**config.mk**
```make
export PLATFORM = sky130hd
export DESIGN_NAME = inst_fetch
export DESIGN_NICKNAME = d
export VERILOG_FILES = /design/src/rtl/inst_fetch.sv
export SDC_FILE = /design/constraint.sdc
export NUM_CORES = 2
export LEC_CHECK = 0
export ABC_AREA = 0
export CELL_PAD_IN_SITES_DETAIL_PLACEMENT = 1
export CELL_PAD_IN_SITES_GLOBAL_PLACEMENT = 1
export CORE_ASPECT_RATIO = 1.1
export CORE_MARGIN = 4
export CORE_UTILIZATION = 54
export DETAILED_ROUTE_END_ITERATION = 8
export HOLD_SLACK_MARGIN = 0.08
export PLACE_DENSITY_LB_ADDON = 0.05
export SYNTH_ARGS = -nofsm -noshare
export SYNTH_HDL_FRONTEND = slang
export SYNTH_SLANG_ARGS = --single-unit
```
**constraint.sdc**
```tcl
create_clock -name clk -period 6.61 [get_ports clk]
set_input_delay 0.9915 -clock clk [delete_from_list [all_inputs] [get_ports clk]]
set_output_delay 0.9915 -clock clk [all_outputs]
set_load 0.01 [all_outputs]
```
**src/rtl/inst_fetch.sv**
```systemverilog
// LEGv8 instruction fetch: PC, instruction memory with a load port, and IDLE/RUN/HALT run control.
// Optional IF_BOUND_CHECK_EN faults on a next-pc beyond the memory instead of wrapping.
`ifndef INST_SIZE
`define INST_SIZE 32
`endif
`ifndef WORD
`define WORD 64
`endif

module inst_fetch #(
  parameter int                     IMEM_DEPTH = 64,
  parameter int                     IMEM_AW    = $clog2(IMEM_DEPTH),
  parameter logic [`INST_SIZE-1:0]  HALT_INST  = 32'hD4400000
) (
  input  logic                   clk,
  input  logic                   rst_n,
  input  logic                   start,
  input  logic                   load_en,
  input  logic [IMEM_AW-1:0]     load_addr,
  input  logic [`INST_SIZE-1:0]  load_data,
  input  logic                   stall,
  input  logic                   uncond_branch,
  input  logic                   branch,
  input  logic                   zero,
  input  logic [`WORD-1:0]       ex_data,
  output logic [`WORD-1:0]       pc,
  output logic [`INST_SIZE-1:0]  inst,
  output logic                   running,
  output logic                   halted,
  output logic                   err
);

  typedef enum logic [1:0] {
    IDLE = 2'd0,
    RUN  = 2'd1,
    HALT = 2'd2
  } state_t;

  state_t                  state_reg;
  logic [`WORD-1:0]        pc_reg;
  logic                    running_reg;
  logic                    halted_reg;

  logic [`INST_SIZE-1:0]   imem [IMEM_DEPTH];
  logic [IMEM_AW-1:0]      word_addr;
  logic [`INST_SIZE-1:0]   fetched;
  logic                    taken;
  logic [`WORD-1:0]        target;
  logic [`WORD-1:0]        pc_next;
  logic                    halt_hit;

  // Without the bound check the word address simply wraps modulo the memory size.
  assign word_addr = pc_reg[IMEM_AW+1:2];
  assign fetched   = imem[word_addr];

  always_comb begin
    taken    = uncond_branch | (branch & zero);
    target   = pc_reg + (ex_data << 2);
    pc_next  = taken ? target : pc_reg + `WORD'(4);
    halt_hit = (fetched == HALT_INST);
  end

`ifdef IF_BOUND_CHECK_EN
  localparam logic [`WORD-1:0] PC_LIMIT = `WORD'(IMEM_DEPTH) * `WORD'(4);
  logic err_reg;
  logic bound_fault;
  assign bound_fault = (pc_next >= PC_LIMIT);
  assign err         = err_reg;
`else
  assign err = 1'b0;
`endif

  // Contents are deliberately not reset so a program survives rst_n.
  always_ff @(posedge clk) begin
    if (state_reg == IDLE && load_en) begin
      imem[load_addr] <= load_data;
    end
  end

  always_ff @(posedge clk or negedge rst_n) begin
    if (!rst_n) begin
      state_reg   <= IDLE;
      pc_reg      <= '0;
      running_reg <= 1'b0;
      halted_reg  <= 1'b0;
`ifdef IF_BOUND_CHECK_EN
      err_reg     <= 1'b0;
`endif
    end else begin
      case (state_reg)
        IDLE: begin
          if (start) begin
            state_reg   <= RUN;
            running_reg <= 1'b1;
            pc_reg      <= '0;
          end
        end
        RUN: begin
          // Stall freezes everything, including branch and halt decisions.
          if (!stall) begin
`ifdef IF_BOUND_CHECK_EN
            if (bound_fault) begin
              err_reg     <= 1'b1;
              state_reg   <= HALT;
              running_reg <= 1'b0;
              halted_reg  <= 1'b1;
            end else
`endif
            if (halt_hit) begin
              state_reg   <= HALT;
              running_reg <= 1'b0;
              halted_reg  <= 1'b1;
            end else begin
              pc_reg <= pc_next;
            end
          end
        end
        HALT: begin
          if (start) begin
            state_reg   <= RUN;
            running_reg <= 1'b1;
            halted_reg  <= 1'b0;
            pc_reg      <= '0;
          end
        end
        default: begin
          state_reg   <= IDLE;
          running_reg <= 1'b0;
          halted_reg  <= 1'b0;
          pc_reg      <= '0;
        end
      endcase
    end
  end

  assign pc      = pc_reg;
  assign inst    = (state_reg == RUN) ? fetched : '0;
  assign running = running_reg;
  assign halted  = halted_reg;

endmodule

```
-- Yosys cells after proc, flatten, opt, wreduce, memory -nomap -nowiden
Memory sizes are Yosys's and may differ from the RTL's.
Cells that the tools add are included.
- flip-flop bits (word level): 68
- bits in latches: 0
- RAM bits: 2048
- bits in read-only memories: 0
- bits of input ports: 110
- output and inout bits: 99
- logic and storage cells: 44
- memories: 1
- add/sub/neg operators: 2
- $mul: 0
- div/mod/pow operators: 0
- $lt $le $gt $ge: 0
- equality and inequality tests: 8
- shifts and indexed selects: 0
- muxes and demuxes: 20
- bitwise operators: 3
- reductions and logical operators: 6
- memories (memory ; depth ; width ; rd ports ; clocked after memory_dff ; write ports ; RTL line ; RTL):
    imem ; 64 ; 32 ; 1 ; 0 ; 1 ; 44 ; logic [`INST_SIZE-1:0] imem [IMEM_DEPTH];
- operator list (cell ; number):
    64-bit two-way mux ; 4
    64-bit case mux with 2 select lines ; 1
    64-bit by 3-bit adder with 64-bit output (second input constant) ; 1
    64-bit adder ; 1
    32-bit equality test (second input constant) ; 1
    32-bit two-way mux ; 1
    1-bit two-way mux ; 8
    2-bit != test (second input constant) ; 4
    2-bit two-way mux ; 3
    3-bit AND reduction ; 2
    2-bit case mux with 2 select lines ; 1
    4-bit AND reduction ; 1
    1-bit case mux with 3 select lines ; 1
    2-bit by 1-bit equality test with 1-bit output (second input constant) ; 1
    2-bit equality test (second input constant) ; 1
    2-bit zero test ; 1
    2-bit by 1-bit != test with 1-bit output (second input constant) ; 1
    1-bit case mux with 2 select lines ; 1
    2-bit OR reduction ; 1
    1-bit bitwise AND ; 1
    1-bit logical AND ; 1
    1-bit inverter ; 1
    1-bit OR ; 1

-- Depth between registers and ports, before layout
- word-level depth: 6
- mapped depth: 20
- gate-level depth less buffers: 16

-- Least setup slack after synthesis
No wires, ideal clock.
- path type: input to register
- start point: input port branch
- end point: register pc_reg[62], in the netlist pc[62]
- setup time: 0.121 ns
- arrival time: 4.767 ns
- required time: 6.489 ns
- setup slack: 1.722 ns
- stages: 15
- buffers on the path: 1
- path through: a21oi_1 > clkbuf_1 > nor2b_1 > ha_1 > nor2b_1 > o31a_1 > o21ai_0 > a21boi_0 > o2111ai_1 > a21oi_1 > o41ai_1 > o21ai_0 > a2111oi_0 > xnor2_1 > a22o_1
- cells in the longest elaborated chain, start to end: 6
- RTL lines (item ; RTL line ; RTL):
    start, declared ; 23 ; input logic branch,
    1-bit bitwise AND ; 57 ; taken = uncond_branch | (branch & zero);
    1-bit OR ; 57 ;
    64-bit two-way mux ; 59 ; pc_next = taken ? target : pc_reg + `WORD'(4);
    64-bit two-way mux ; 109 ; if (halt_hit) begin
    64-bit two-way mux ; 100 ; if (!stall) begin
    64-bit case mux with 2 select lines ; 90 ; case (state_reg)
    end signal, assigned ; 114 ; pc_reg <= pc_next;
    end, declared ; 40 ; logic [`WORD-1:0] pc_reg;
No other way between the ends. The select of a mux whose other input is x is not followed.
A chain may end at the register's enable or synchronous reset.

-- Worst setup path in the final report
- start point: register pc_reg[2], in the netlist pc[2]
- end point: output port inst[1]
- cells in the longest elaborated chain, start to end: 2
- RTL lines (item ; RTL line ; RTL):
    memory read 64 x 32 bit ; n/a ;
    32-bit two-way mux ; 137 ; assign inst = (state_reg == RUN) ? fetched : '0;
    end, declared ; 27 ; output logic [`INST_SIZE-1:0] inst,
No other way between the ends.

==> results by group <==
Floorplanning
  – Die W: 387 um
  – Die ar.: 0.164 mm2
  – Die H: ~420 um
  – Starting density of the core: 0.545
  – Site Rows: 152
  – Total core area: 0.157 mm2
  – Io pins: between 200 and 250

Critical path
  – FF-to-FF End: pc[3]
  – Worst Setup End Kind: output port
  – Critical Path Fanout Max: 39
  – Worst Path Required: 5620 ps
  – FF-to-FF setup slack: around 850 ps
  – CP startpoint kind: register
  – Critical Path AT: 5410 ps
  – R2r worst-path depth: 14
  – Reg-to-Reg Start: pc[2]
  – Critical path class: reg2out
  – Worst Setup SP: pc[2]

Layout
  – Most frequent cells in the layout: 2048 x edfxtp_1, 443 x mux4_2, 261 x nand2_1
  – Final Util: 0.624
  – Non-Filler Instances: slightly above 7000
  – Commonest non-fill, non-tap cell in the layout: edfxtp_1
  – Layout cells sized above 1: 0.217
  – Layout Area Growth over Synthesis: 14.5%
  – Final instance area: roughly 0.098 mm2
  – Fin nets: approximately 5000
  – Max FFs per register: 2048

CTS
  – Setup bufs post-CTS: 0
  – CTS max path bufs: 3
  – CTS tree: yes
  – Root buf cell: clkbuf_16
  – Clock transition at path regs: 70 ps
  – H-tree Lvls: 4
  – Num CTS Buffers: 208
  – Worst skew pair latency: 850 ps
  – Clock Sinks: 2114
  – CTS resizes: 0
  – Hold Buf Count CTS: 1

Global route
  – Initial antenna violation count: 12
  – Largest net degree at the start of global routing: 74
  – First-pass GRT wire length: 356 mm
  – Number of global-route vias before repair: 48691
  – GR Overflow Total: 0
  – All-Layer GR Usage: 0.302

STA
  – RSZ-0062 raised after global routing: no
  – Max-slew violations: 0
  – Worst Clk Skew: 25.0 ps
  – Final worst setup slack: 206 ps
  – Final period util: 0.969
  – Fin. Hold Viols: 0
  – Sum Neg Setup Slack: 0 ps
  – Least-Margin Pin Slew: 1320 ps
  – Final min period: 6400 ps
  – Fmax achieved: 156 MHz
  – Slew headroom: 0.120
  – Hold_ws: 515 ps
  – Setup violators final: 0

Synth
  – Synth cell types: 82
  – Synthesized area per cell: 19.1 um2
  – Synth Instances: 4459
  – Number of synthesized flops with an enable pin: 2048
  – Post-synth ARST share: 0.0312
  – Mapped Area: 0.0853 mm2
  – Ys Warns: 0
  – Yosys reg bits: 2114
  – Most common flop cell mapped by yosys: edfxtp_1
  – Register area share after synthesis: 0.740

Pwr
  – PwrDens: 397 mW/mm2
  – Maximum VDD drop: approximately 0.00032 V
  – Lkg Pwr: 31.6 nW
  – Tot Pwr: 38.7 mW

Placed design
  – Placed cell area: 0.0910 mm2
  – Port Buffers: 203
  – # placed instances: around 6700
  – Placer Congestion: 0.905
  – Hpwl dp: roughly 150 mm
  – Dpl ws: 575 ps

Run
  – Max capacitance violation total: 0

Worst hold path
  – Hold Startpoint: pc[41]
  – Hold path cells: 2
  – Worst hold path type: reg2reg
  – WHS Endpoint: pc[41]

Route
  – Vias per inst: 6.56
  – Number of routed nets with antenna violations: 0
  – Detailed-route via count: 46373
  – Routed len/inst: between 30 and 40 um
  – DRC: 0
  – Post-Route WL: between 200 and 250 mm
  – Detailed Route Iter0 Violations: 5523
  – Drt first pass iters: 5

Outcome
  – Outcome: completed
## how the worst max path moves through the flow
stage	to	slack, ps	cells after the start
2_1_floorplan	pc[62]	1720	15
3_3_place_gp	pc[62]	570	18
3_5_place_dp	pc[62]	580	18
4_1_cts	inst[16]	190	8
5_1_grt	inst[16]	40	8
6_report	inst[1]	210	9
## worst max-delay path, stage by stage (launching register included)
cell,delay (ps)
dfrtp_4,1100
buf_12,380
buf_4,350
mux4_2,560
mux2i_1,330
nor3_1,110
a211oi_1,680
o21a_1,210
nor2_1,90
clkdlybuf4s50_1,540
## power by group
group / internal, mW / total, mW / switching (mW)
Sequential: 14.9 / 15.3 / 0.423
Combinational: 4.69 / 11.7 / 7.05
Clock: 6.70 / 11.7 / 5.00
Total: 26.3 / 38.7 / 12.5
## cells in the mapped netlist (5+ instances only)
library cell,instances,area (um2)
mux2_2,20,225
mux2i_1,212,2120
o211ai_1,12,90.1
a32oi_1,23,201
dfrtp_1,66,1650
o22ai_1,16,100
nor4_1,5,31.3
mux4_2,443,9980
buf_2,74,370
buf_4,34,255
xor2_1,18,158
o221ai_1,8,70.1
a221oi_1,16,140
nand4_1,22,138
a31oi_1,28,175
o21a_1,9,67.6
o41ai_1,5,43.8
nor2_1,158,593
nand2_1,261,980
edfxtp_1,2048,61500
and4_1,15,131
a32o_1,8,80.1
and3_1,15,93.8
a22o_1,16,140
or2_2,5,31.3
a211oi_1,22,165
buf_1,29,109
a21o_1,22,165
o21ai_0,58,290
xnor2_1,34,298
and2_1,22,138
a22oi_1,107,803
o31ai_1,48,360
clkbuf_1,106,398
o21bai_1,13,97.6
inv_1,26,97.6
nand3_1,85,425
nor3_1,22,110
ha_1,61,763
nand2b_1,15,93.8
a21oi_1,108,541
nor2b_1,77,482
## kinds of logic (layout without fill, tap and decap cells)
| kind of cell | Yosys count | count (layout) | synth area share |
|---|---|---|---|
| compound gates | 556 | 556 | 0.0456 |
| xor+xnor | 52 | 52 | 0.00534 |
| fa+ha+maj | 62 | 62 | 0.00918 |
| buf+inv | 275 | 797 | 0.0150 |
| flops | 2114 | 2114 | 0.740 |
| mux | 675 | 675 | 0.144 |
| other cells | 1 | 8 | 0.0000440 |
| simple gates | 724 | 724 | 0.0402 |
## layer usage
layer	track usage	up-vias	wire, um
met5	0	-	13
met4	0.0992	2	7940
met3	0.0506	382	20600
met2	0.499	2308	122000
met1	0.416	24641	95900
li1	-	19040	-
## cell type report
class	instances	area, um2
Multi-Input combinational cell	2072	21400
Timing Repair Buffer	391	3710
Clock inverter	130	1270
Fill cell	13108	58800
Tap cell	2079	2600
Sequential cell	2114	63200
Clock buffer	248	5400
Antenna cell	5	12.5
Inverter	28	108
(Power assumes the default switching activity.)
